### config.mk
export PLATFORM = sky130hd
export DESIGN_NAME = hazard_ctrl_arbiter
export DESIGN_NICKNAME = d
export VERILOG_FILES = /design/src/rtl/hazard_ctrl_arbiter.sv
export SDC_FILE = /design/constraint.sdc
export NUM_CORES = 1
export LEC_CHECK = 0
export BUFFER_PORTS_ARGS = -buffer_cell sky130_fd_sc_hd__buf_2
export CORE_MARGIN = 2
export CORE_UTILIZATION = 51
export DETAILED_ROUTE_END_ITERATION = 10
export PLACE_DENSITY_LB_ADDON = 0.3
export SYNTH_ARGS = -nofsm -noshare
export SYNTH_HDL_FRONTEND = slang
export SYNTH_SLANG_ARGS = --single-unit
### constraint.sdc
create_clock -name clk -period 6.5 [get_ports clk]
set_clock_uncertainty 0.1 [all_clocks]
set_input_delay 0.65 -clock clk [delete_from_list [all_inputs] [get_ports clk]]
set_output_delay 0.65 -clock clk [all_outputs]
set_load 0.005 [all_outputs]
### src/rtl/hazard_ctrl_arbiter.sv
// hazard_ctrl_arbiter
//   Arbitrates NCH hazard-detection channels onto a single control word.
//   The highest-index channel has priority. A granted word is held for
//   hold_len[w]+1 cycles; with PREEMPT set, a higher-index request may take
//   over an active hold.
//
// Ports
//   clk        rising-edge clock
//   rst        asynchronous active-high reset
//   req        per-channel request, bit i = channel i
//   ctrl_in    per-channel control word, channel i at [i*CW +: CW]
//   hold_len   per-channel extra hold cycles, channel i at [i*CNTW +: CNTW]
//   idle_ctrl  control word driven when no channel owns the output
//   strict     1 = one-hot mode (multi-requests rejected), 0 = priority mode
//   sig_out    registered selected control word
//   grant      registered one-hot grant of current owner
//   busy       registered, high while a hold is in progress
//   conflict   registered one-cycle pulse on a rejected strict multi-request
module hazard_ctrl_arbiter #(
   parameter int NCH     = 3,
   parameter int CW      = 3,
   parameter int CNTW    = 4,
   parameter int PREEMPT = 1
) (
   input  logic                clk,
   input  logic                rst,
   input  logic [NCH-1:0]      req,
   input  logic [NCH*CW-1:0]   ctrl_in,
   input  logic [NCH*CNTW-1:0] hold_len,
   input  logic [CW-1:0]       idle_ctrl,
   input  logic                strict,
   output logic [CW-1:0]       sig_out,
   output logic [NCH-1:0]      grant,
   output logic                busy,
   output logic                conflict
);

   localparam int OW = (NCH > 1) ? $clog2(NCH) : 1;

   typedef enum logic {IDLE, HOLD} state_t;

   state_t          state_q, state_d;
   logic [CNTW-1:0] cnt_q, cnt_d;
   logic [OW-1:0]   owner_q, owner_d;
   logic [CW-1:0]   sig_d;
   logic [NCH-1:0]  grant_d;
   logic            busy_d, conflict_d;

   logic            arb;
   logic            top_any, multi, pre_any;
   logic [OW-1:0]   top_idx, pre_idx;
   logic            win_valid;
   logic [OW-1:0]   win_idx;
   logic [CW-1:0]   win_ctrl;
   logic [CNTW-1:0] win_hold;

   // Ascending scan: the last set bit seen is the highest index. pre_* only
   // considers channels above the current owner (preemption candidates).
   always_comb begin : scan
      top_any = 1'b0;
      multi   = 1'b0;
      pre_any = 1'b0;
      top_idx = '0;
      pre_idx = '0;
      for (int unsigned i = 0; i < NCH; i++) begin
         if (req[i]) begin
            multi   = multi | top_any;
            top_any = 1'b1;
            top_idx = OW'(i);
            if (OW'(i) > owner_q) begin
               pre_any = 1'b1;
               pre_idx = OW'(i);
            end
         end
      end
   end

   // Winner selection. An arbitration cycle is IDLE or the last hold cycle;
   // otherwise only preemption by a higher-index channel can win, and strict
   // mode does not apply.
   always_comb begin : decide
      arb        = (state_q == IDLE) || (cnt_q == '0);
      win_valid  = 1'b0;
      win_idx    = '0;
      conflict_d = 1'b0;
      if (arb) begin
         win_idx = top_idx;
         if (strict) begin
            win_valid  = top_any & ~multi;
            conflict_d = multi;
         end else begin
            win_valid = top_any;
         end
      end else if (PREEMPT != 0) begin
         win_valid = pre_any;
         win_idx   = pre_idx;
      end
   end

   always_comb begin : next
      state_d  = state_q;
      cnt_d    = cnt_q;
      owner_d  = owner_q;
      sig_d    = sig_out;
      grant_d  = grant;
      busy_d   = busy;
      win_ctrl = '0;
      win_hold = '0;
      for (int unsigned i = 0; i < NCH; i++) begin
         if (OW'(i) == win_idx) begin
            win_ctrl = ctrl_in[i*CW +: CW];
            win_hold = hold_len[i*CNTW +: CNTW];
         end
      end
      if (win_valid) begin
         sig_d   = win_ctrl;
         owner_d = win_idx;
         cnt_d   = win_hold;
         for (int unsigned i = 0; i < NCH; i++) begin
            grant_d[i] = (OW'(i) == win_idx);
         end
         if (win_hold == '0) begin
            state_d = IDLE;
            busy_d  = 1'b0;
         end else begin
            state_d = HOLD;
            busy_d  = 1'b1;
         end
      end else if (arb) begin
         sig_d   = idle_ctrl;
         grant_d = '0;
         busy_d  = 1'b0;
         cnt_d   = '0;
         state_d = IDLE;
      end else begin
         cnt_d = cnt_q - 1'b1;
      end
   end

   always_ff @(posedge clk or posedge rst) begin
      if (rst) begin
         state_q  <= IDLE;
         cnt_q    <= '0;
         owner_q  <= '0;
         sig_out  <= '0;
         grant    <= '0;
         busy     <= 1'b0;
         conflict <= 1'b0;
      end else begin
         state_q  <= state_d;
         cnt_q    <= cnt_d;
         owner_q  <= owner_d;
         sig_out  <= sig_d;
         grant    <= grant_d;
         busy     <= busy_d;
         conflict <= conflict_d;
      end
   end

endmodule

Word level (Yosys, flattened, before mapping)
Index checks and enable logic that the tools add are counted.
- logic and storage cells: 58
- output and inout bits: 8
- register bits after elaboration: 14
- input port bits: 30
- bitwise logic cells: 4
- equal/unequal tests: 2
- multiplexer cells: 37
- reduce and logical (&&, ||, !) cells: 5
- add/sub/neg operators: 1
- $lt $le $gt $ge: 3
- operators with widths (operator ; number):
    1-bit 2-to-1 mux ; 21
    3-bit 2-to-1 mux ; 7
    4-bit 2-to-1 mux ; 5
    4-bit logical NOT ; 2
    2-bit 2-to-1 mux ; 4
    1-bit by 2-bit greater-than comparator with 1-bit output (first input constant) ; 2
    4-bit by 1-bit subtractor with 4-bit output (second input constant) ; 1
    1-bit by 2-bit == test with 1-bit output (first input constant) ; 1
    2-bit == test (first input constant) ; 1
    2-bit greater-than comparator (first input constant) ; 1
    2-bit logical NOT ; 1
    1-bit inverter ; 2
    2-bit nonzero test ; 1
    1-bit bitwise AND ; 1
    1-bit logical OR ; 1
    1-bit OR ; 1

Depth between registers and ports, before layout
Gate-level depths: netlist of run 1.
- depth after elaboration: 13
- mapped depth: 8
- depth with buffers taken out: 7

Least setup slack after synthesis of run 1
OpenSTA, ideal clock, no wires.
- path kind: register -> register
- start: register cnt_q[0]
- end: register sig_out[0]
- slack: 4.460 ns
- clock period less this slack: 2.040 ns
- required time: 6.274 ns
- path buffers: 1
- cell stages (with the launch flop): 8
- setup time: 0.126 ns
- data arrival time: 1.813 ns
- path through: dfrtp_1 inv_1 ha_1 or3b_4 and2_4 mux2i_4 buf_6 a311o_1
- cells in the longest elaborated chain, start to end: 8
- elaborated cells on any way between the ends: 12
- those cells by class: eq/ne (2); mux (6); reduce/logical (4)
- ends and longest elaborated chain (element ; RTL line ; source):
    start, declared ; 43 ; logic [CNTW-1:0] cnt_q, cnt_d;
    start signal, assigned ; 151 ; cnt_q <= cnt_d;
    4-bit logical NOT * ; 82 ; arb = (state_q == IDLE) || (cnt_q == '0);
    1-bit logical OR * ; 82 ;
    2-bit 2-to-1 mux ; 86 ; if (arb) begin
    2-bit logical NOT ; 110 ; if (OW'(i) == win_idx) begin
    3-bit 2-to-1 mux (3 in series) ; 110 ;
    3-bit 2-to-1 mux ; 115 ; if (win_valid) begin
    end signal, assigned ; 153 ; sig_out <= sig_d;
    end, declared ; 32 ; output logic [CW-1:0] sig_out,
Mark *: on every way between the ends. The rest lies on a longest branch, timed or not.
A chain may end at the register's enable or synchronous reset.

Final worst setup path of run 1
Ends and elaborated chain as after synthesis.

==> impl_metrics.yaml, run 1 <==
status:
  outcome: "complete, no violations"
final_layout:
  fin_util_pct: 66.5
  seqCellArea_um2: 350
  drive_above_1_share_pct: 39.0
  nets: 170
  multi_input_area_um2: 553
  fill_cells: 147
  area_delta_synth_final_pct: 20.4
  antenna_cells: 0
global_routing:
  grt_pass1_vias: 895
  antenna_found_initial: 0
  grt_pass1_wl_um: 3910
  grt.overflow.total: 0
  grt_max_degree: 23
  grt.total_usage_pct: 24.9
routing:
  antenna_left: 0
  viasPerCell: 5.88
  post_drt_wl_per_cell_um: 15.8
  drc: 0
  firstDrtPassIters: 4
  drtIter0Drc: 35
  num_vias: 947
  wirelength_um: 2540
synth:
  yosys-top-cells-area: "dfrtp_1, o21ai_0, nand2_1, a22o_1, buf_6"
  synth_top_cell_by_area: "dfrtp_1"
  yosysUniqueCellTypes: 44
  ys_dominant_reg_cell: "dfrtp_1"
  yosysWarnings: 0
  syn_area_per_cell_um2: 9.55
  syn_inst: 101
  seq_area_frac_synth_pct: 36.3
  synthesis.nets: 133
  ys_ff_latch: 14
  synth_edf_count: 0
  synth_area_um2: 965
  ys_async_sr_fraction_pct: 100
  yosysTopAreaCellShare_pct: 36.3
clock_tree:
  clock_sinks: 14
  cts-root-buf: "clkbuf_4"
  clkLatencyLatePin_ns: 0.29
  cts_resized: 0
  cts_tree: "done"
  postCtsSetupBuffers: 0
  hold_buffers: 0
  clk_pin_slew_ns: 0.09
  cts_buffer_depth: 2
  h-tree-depth: 1
  cts_buffers: 3
floorplanning:
  die_h_um: 47.5
  die_w_um: 47.5
  initial_utilization_pct: 55.3
  rows: 15
  ios: 38
  fp.dieArea_um2: 2260
  core_area_um2: 1750
power:
  p_leak_nw: 0.563
  powerDensity_nw_per_um2: 447
  vdd_drop_max_v: 0.000282
placed_design:
  gp_congestion: 0.881
  dpl.hpwl_um: 1910
  io_buffers: 37
worst_hold_path:
  hp-class: "in2async"
worst_setup_path:
  r2r_cells: 7
  crit_chain: "inv_1, ha_1, or3b_4, and2_4, mux2i_4, a21oi_1, a311o_1"
  cp_max_fo: 22
  cp-end-kind: "flop"
  cp_top_family: "simple AND/OR/NAND/NOR gates"
  cp_slowest_stage_delay_ns: 0.52
  crit_cells: 7
  cp-start-kind: "flop"
  arrival_ns: 2.53
  required_ns: 6.57
  cpMaxStageDelayCell: "mux2i_4"
  critPathKind: "reg2reg"
  critPathBufInv: 1
job:
  drv_cap: 0
timing:
  setup_viol_count_final: 0
  relSlewSlack_pct: 46.1
  hold_viol: 0
  fin_crit_sh_pct: 37.8
  tns_ns: 0
  min_period_ns: 2.46
  slew_violations: 0
  tightest_slew_ns: 0.800
  max_freq_mhz: 407
  rsz0062_at_grt: "no"
==> cells in the mapped netlist (2+ instances only) <==
library cell  count
xor2_1            2
nand3_1           6
dfrtp_1          14
o21ai_0           9
a211oi_1          2
o2bb2ai_1         2
a22o_1            4
buf_6             3
a21oi_1           4
o22ai_1           2
a31oi_1           3
and3_1            2
ha_1              2
inv_1             5
nor2_1            3
nand2_1          10
==> logic make-up after synthesis <==
kind of cell,share of synthesized area (%)
compound gates,30.0
simple gates,18.3
flops,36.3
buf+inv,6.35
fa+ha+maj,3.76
xor+xnor,1.82
mux,3.50
==> worst paths after layout <==
check                      startpoint    endpoint  slack [ns]
max                          cnt_q[0]  sig_out[0]        4.04
min                               rst    grant[2]        0.28
max reg2reg                  cnt_q[0]  sig_out[0]        4.04
min reg2reg                  grant[1]    grant[1]        0.42
max in group asynchronous         rst    conflict        5.65
min in group clk             grant[1]    grant[1]        0.42
==> layer usage <==
layer | vias to the layer above | share of wire [%] | global-route usage (%)
li1 | 450 | - | -
met1 | 451 | 41 | 32.1
met2 | 38 | 51 | 41.9
met3 | 8 | 6.3 | 4.15
met4 | 0 | 1.7 | 9.44
met5 | - | 0 | 0
==> sequential cells by signal, summed over array words and instances, names as in the netlist <==
| register | count |
|---|---|
| conflict | 1 |
| grant | 3 |
| sig_out | 3 |
| cnt_q | 4 |
| owner_q | 2 |
| state_q | 1 |
==> final cells by class <==
cell class | count | area share, %
Inverter | 5 | 1.62
Tap cell | 25 | 2.69
Clock buffer | 3 | 1.94
Timing Repair Buffer | 37 | 15.9
Multi-Input combinational cell | 77 | 47.6
Sequential cell | 14 | 30.2
==> report_power, final <==
part | total, mW | leakage (nW) | internal, mW | switching [mW]
registers | 0.163 | 0.171 | 0.128 | 0.0351
logic | 0.304 | 0.378 | 0.137 | 0.168
clock network | 0.0518 | 0.0138 | 0.0216 | 0.0303
==> cells in the final DEF (no fill, tap or decap), drive strengths merged, types with 3 or more instances in the layout <==
master	count
buf	37
dfrtp	14
nand2	10
o21ai	10
nand3	6
inv	5
a21oi	4
a22o	4
a31oi	4
nor2	4
clkbuf	3
==> worst register-to-register path, cell delays in order (launching register included) <==
cell	delay [ns]
dfrtp_1	0.41
inv_1	0.10
ha_1	0.16
or3b_4	0.41
and2_4	0.23
mux2i_4	0.52
a21oi_1	0.08
a311o_1	0.33
==> stage by stage <==
step / cells / setup slack (ns) / power [mW] / hold WS [ns] / instance area, um2
6_report: 161 / 4.04 / 0.520 / 0.283 / 1160
3_5_place_dp: 158 / 4.07 / 0.465 / 0.393 / 1140
4_1_cts: 161 / 4.07 / 0.517 / 0.322 / 1160
5_1_grt: 161 / 3.92 / 0.559 / 0.347 / 1160
2_1_floorplan: 101 / 4.46 / 0.400 / 0.383 / 965
3_3_place_gp: 158 / 4.18 / 0.452 / 0.384 / 1140
(Power assumes the default switching activity.)
==> inputs of run 2 (changes only) <==
- ABC_AREA: not set -> 1
- CORE_UTILIZATION: 51 -> 47
- clock period: 6.5 -> 2.5 ns (I/O delays scaled with it)
==> run 2 against run 1 <==
Critical endpoint is now sig_out[2]; wire length down 14%; flip-flop and latch count did not move; register-to-register slack lost 3.3 ns; non-clock buffer count grew 1; total power grew to 2.9 times the previous value; via count up 2.0%.
==> impl_metrics.yaml, run 2 <==
status:
  outcome: "complete, no violations"
floorplanning:
  die_w_um: 49.2
  rows: 16
  fp.dieArea_um2: 2430
  core_area_um2: 1940
  die_h_um: 49.2
  initial_utilization_pct: 49.5
  ios: 38
timing:
  min_period_ns: 1.79
  slew_violations: 0
  setup_viol_count_final: 0
  hold_viol: 0
  fin_crit_sh_pct: 71.7
  max_freq_mhz: 558
  relSlewSlack_pct: 64.6
  rsz0062_at_grt: "no"
  tightest_slew_ns: 0.530
  tns_ns: 0
clock_tree:
  cts_buffers: 3
  cts-root-buf: "clkbuf_4"
  clkLatencyLatePin_ns: 0.28
  clock_sinks: 14
  cts_tree: "done"
  hold_buffers: 1
  cts_buffer_depth: 2
  cts_resized: 0
  postCtsSetupBuffers: 0
  clk_pin_slew_ns: 0.09
  h-tree-depth: 1
synth:
  yosysUniqueCellTypes: 26
  synth-simple-area-share_pct: 43.8
  synth_top_cell_by_area: "dfrtp_1"
  synthesis.nets: 156
  yosysWarnings: 0
  yosysTopAreaCellShare_pct: 36.4
  synthAdderAreaFrac_pct: 2.60
  synth_compound_area_share_pct: 8.06
  syn_inst: 124
  synth_area_um2: 962
  ys_dominant_reg_cell: "dfrtp_1"
  ys_async_sr_fraction_pct: 100
  synthMuxAreaShare_pct: 0
  synth_top_family_by_area: "simple AND/OR/NAND/NOR gates"
  yosys-top-cells-area: "dfrtp_1, nand2_1, nand3_1, nor2_1, nand2_8"
  ys_ff_latch: 14
  seq_area_frac_synth_pct: 36.4
  syn_area_per_cell_um2: 7.76
  ys_top_cells_by_count: "nand2_1, nand3_1, dfrtp_1, nor2_1"
  synth_edf_count: 0
  yosysMostFrequentCell: "nand2_1"
  synth_xor_area_share_pct: 1.82
worst_setup_path:
  cp_top_family: "simple AND/OR/NAND/NOR gates"
  cp_slowest_stage_delay_ns: 0.39
  cp-start-kind: "flop"
  cpMaxStageDelayCell: "dfrtp_1"
  critPathBufInv: 3
  cp_max_fo: 18
  required_ns: 2.57
  critPathKind: "reg2reg"
  crit_chain: "inv_1, ha_1, nand2_4, nand2_8, inv_4, nand2_4, nand2_8, nor2_8, inv_4, nand2_1, nor2_1, nor2_1"
  arrival_ns: 1.87
  cp-end-kind: "flop"
final_layout:
  area_delta_synth_final_pct: 25.9
  reg_top3: "cnt_q x4, grant x3, sig_out x3"
  fin_util_pct: 62.4
  nets: 197
  largest-register: "cnt_q"
  fill_cells: 194
  largest_register_ffs: 4
  antenna_cells: 0
  drive_above_1_share_pct: 35.4
  layout_common_cells: "nand2_1, buf_2, nand3_1, dfrtp_1, nor2_1"
power:
  vdd_drop_max_v: 0.000848
  powerDensity_nw_per_um2: 1240
  p_leak_nw: 0.678
  totalPowerFinal_mw: 1.51
routing:
  drtIter0Drc: 21
  post_drt_wl_per_cell_um: 11.5
  antenna_left: 0
  drc: 0
  viasPerCell: 5.06
  num_vias: 966
  firstDrtPassIters: 4
  wirelength_um: 2200
placed_design:
  io_buffers: 37
  dpl.hpwl_um: 1790
  gp_congestion: 0.758
global_routing:
  grt_pass1_vias: 925
  antenna_found_initial: 0
  grt_pass1_wl_um: 3710
  grt_max_degree: 19
  grt.overflow.total: 0
  grt.total_usage_pct: 19.7
job:
  drv_cap: 0
worst_hold_path:
  hp-class: "in2reg"
-- run 2: metrics by stage --
step	setup slack, ns	instance area [um2]	std cells	hold slack, ns
2_1_floorplan	0.905	962	124	0.0392
3_3_place_gp	0.754	1160	186	0.220
3_5_place_dp	0.701	1160	186	0.229
4_1_cts	0.690	1210	191	0.153
5_1_grt	0.545	1210	191	0.170
6_report	0.707	1210	191	0.158
-- run 2: kinds of logic after synthesis --
family	count (synthesis)
DFF	14
and+or+nand+nor	80
adders and majority gates	2
AOI/OAI and AO/OA	11
buffers and inverters	15
xor gates and xnor gates	2
-- run 2: worst register-to-register path: cells and delay by family (launching register included) --
| kind | cells | cell delay (ns) |
|---|---|---|
| adders and majority gates | 1 | 0.23 |
| buffers and inverters | 3 | 0.25 |
| DFF | 1 | 0.39 |
| and+or+nand+nor | 8 | 0.72 |
-- run 2: area by class of cell --
| cell class | instances | area (um2) | share of cell area (%) |
|---|---|---|---|
| repair buffers | 38 | 195 | 16.1 |
| inverters | 13 | 53.8 | 4.44 |
| clock buffers | 4 | 36.3 | 3.00 |
| well taps | 27 | 33.8 | 2.79 |
| multi-input cells | 95 | 542 | 44.7 |
| flip-flops and latches | 14 | 350 | 28.9 |
-- run 2: final timing paths --
path                              from          to  slack [ns]  cells after the start
max                           cnt_q[0]  sig_out[2]        0.71                     12
max reg2reg                   cnt_q[0]  sig_out[2]        0.71                     12
min                        hold_len[0]    cnt_q[0]        0.16                      3
min reg2reg                   grant[2]    grant[2]        0.38                      2
min in group asynchronous          rst    grant[2]        0.44                      3
max in group asynchronous          rst    cnt_q[1]        1.50                      3
-- run 2: report_power, final --
part           switching [mW]  leakage [nW]  internal (mW)
combinational           0.570         0.484          0.362
sequential             0.0744         0.173          0.334
clock                  0.0761        0.0210         0.0885
-- run 2: metal layers --
layer	share of wire, %	global-route usage, %	wire length, um	vias up
met5	0	0	0	-
met4	0.86	7.14	19	0
met3	4.8	3.07	106	2
met2	52	36.7	1150	26
met1	42	22.4	922	449
li1	-	-	-	489
==> inputs of run 3 (changes only) <==
- CORE_UTILIZATION: 47 -> 43
- clock period: 2.5 -> 1.6 ns (I/O delays scaled with it)
==> run 3 against run 2 <==
The run now ends with setup timing left; wire length up 14%; cell count is 9.4% higher; total power rose by 96%; fmax is 9.9% higher; die area rose by 8.5%; flip-flop and latch count unchanged; non-clock buffer count rose by 16; largest power group unchanged; clock-buffer cell count fell by 1; critical path depth decreased by 1; register-to-register slack got worse by 0.74 ns; critical path type unchanged; clock power rose by 24%.
==> impl_metrics.yaml, run 3 (synthesis results as in run 2) <==
status:
  outcome: "finished, violations left"
  violations: "setup timing"
final_layout:
  antenna_cells: 0
  layout_common_cells: "buf_2, nand2_1, nand3_1, buf_4, dfrtp_1"
  reg_top3: "cnt_q x4, grant x3, sig_out x3"
  area_delta_synth_final_pct: 48.4
  fill_cells: 196
  drive_above_1_share_pct: 48.1
  final_common_cell: "buf_2"
  largest-register: "cnt_q"
  nets: 215
  largest_register_ffs: 4
placed_design:
  dp_slack_ns: -0.129
  gp_congestion: 0.896
  dpl.hpwl_um: 1820
  io_buffers: 37
timing:
  max_freq_mhz: 613
  fin_crit_sh_pct: 102
  hold_viol: 0
  setup_viol_count_final: 7
  relSlewSlack_pct: 62.0
  worst_slack_ns: -0.0316
  holdWs_ns: 0.0394
  min_period_ns: 1.63
  rsz0062_at_grt: "yes"
  slew_violations: 0
  tightest_slew_ns: 0.570
global_routing:
  grt_pass1_vias: 954
  grt.total_usage_pct: 20.3
  grt.overflow.total: 0
  antenna_found_initial: 0
  grt_pass1_wl_um: 4060
  grt_max_degree: 15
clock_tree:
  clock_sinks: 14
  cts_tree: "done"
  h-tree-depth: 1
  cts-root-buf: "clkbuf_4"
  clkLatencyLatePin_ns: 0.28
  cts_buffer_depth: 2
  cts_buffers: 3
  clk_pin_slew_ns: 0.10
worst_hold_path:
  hp-class: "in2reg"
  min_path_cells: 3
routing:
  drc: 0
  viasPerCell: 4.96
  firstDrtPassIters: 4
  wirelength_um: 2490
  num_vias: 1036
  post_drt_wl_per_cell_um: 11.9
  drtIter0Drc: 13
  antenna_left: 0
power:
  comb_power_share_pct: 70.9
  vdd_drop_max_v: 0.00132
  p_leak_nw: 0.766
  internal-power_mw: 1.56
  seqPwrFrac_pct: 22.1
  pwr-share-clk_pct: 6.9
  sw_frac_of_total_pct: 47.1
  p_sw_mw: 1.39
  powerDensity_nw_per_um2: 2070
floorplanning:
  core_area_um2: 2170
  fp.dieArea_um2: 2630
  ios: 38
  initial_utilization_pct: 44.3
  die_h_um: 51.3
  rows: 17
  die_w_um: 51.3
worst_setup_path:
  cp-start-kind: "flop"
  arrival_ns: 1.68
  cp-end-kind: "flop"
  cp_max_fo: 8
  r2r_cells: 11
  r2r_slack_ns: -0.03
  critPathKind: "reg2reg"
  required_ns: 1.65
job:
  drv_cap: 0
[run 3: power by group through the flow]
stage	sequential, mW	clock, mW	combinational, mW
finish	0.655	0.205	2.10
global route	0.675	0.219	2.29
CTS	0.646	0.200	1.93
detailed placement	0.642	0	1.66
global placement	0.633	0	1.63
floorplan	0.639	0	1.17
[run 3: cell type report]
cell class | count | area (um2) | area share, %
Multi-Input combinational cell | 96 | 644 | 45.1
Inverter | 13 | 56.3 | 3.94
Timing Repair Buffer | 54 | 315 | 22.1
Sequential cell | 14 | 350 | 24.5
Timing Repair inverter | 1 | 3.75 | 0.263
Tap cell | 28 | 35.0 | 2.45
Clock buffer | 3 | 22.5 | 1.58
[run 3: worst max-delay path, cell delays in order, from the launching register on]
cell and delay [ns]:
dfrtp_1 0.40, inv_2 0.08, ha_4 0.16, nand2_8 0.07, nand2_8 0.08, inv_4 0.05
nand2_8 0.09, nand2_8 0.09, nand2_1 0.12, nand2_1 0.08, nor2_1 0.08, nand3_1 0.08
[run 3: path summary, 6_finish.rpt]
path,start,end
min in group asynchronous,rst,cnt_q[0]
max in group asynchronous,rst,state_q
max,cnt_q[0],state_q
max reg2reg,cnt_q[0],state_q
min reg2reg,grant[1],grant[1]
min,hold_len[0],cnt_q[0]
[run 3: through the flow]
stage | instances | TNS [ns] | area, um2 | utilization [%] | total power, mW
2_1_floorplan | 124 | 0 | 962 | - | 1.81
3_3_place_gp | 197 | -0.214 | 1240 | 57.2 | 2.27
3_5_place_dp | 197 | -0.443 | 1240 | 57.2 | 2.30
4_1_cts | 206 | -0.0162 | 1380 | 63.4 | 2.78
5_1_grt | 209 | -0.981 | 1430 | 65.8 | 3.18
6_report | 209 | -0.111 | 1430 | 65.8 | 2.96
[run 3: what timing repair did]
item | CTS | global route
resized for setup | 14 | 6
endpoints found under the setup margin | 13 | 13
endpoints found under the hold margin | 14 | 0
buffers inserted | 3 | 3
hold buffers | 1 | 0
cloned | 2 | 0
pin swaps | 4 | 5
[run 3: per-layer routing]
metal	share of wire (%)	vias to the layer above	global-route usage (%)	wire length [um]
met5	0	-	0	0
met4	1.6	0	9.65	39
met3	4.1	5	1.46	103
met2	51	32	34.2	1260
met1	44	475	26.4	1090
li1	-	524	-	-
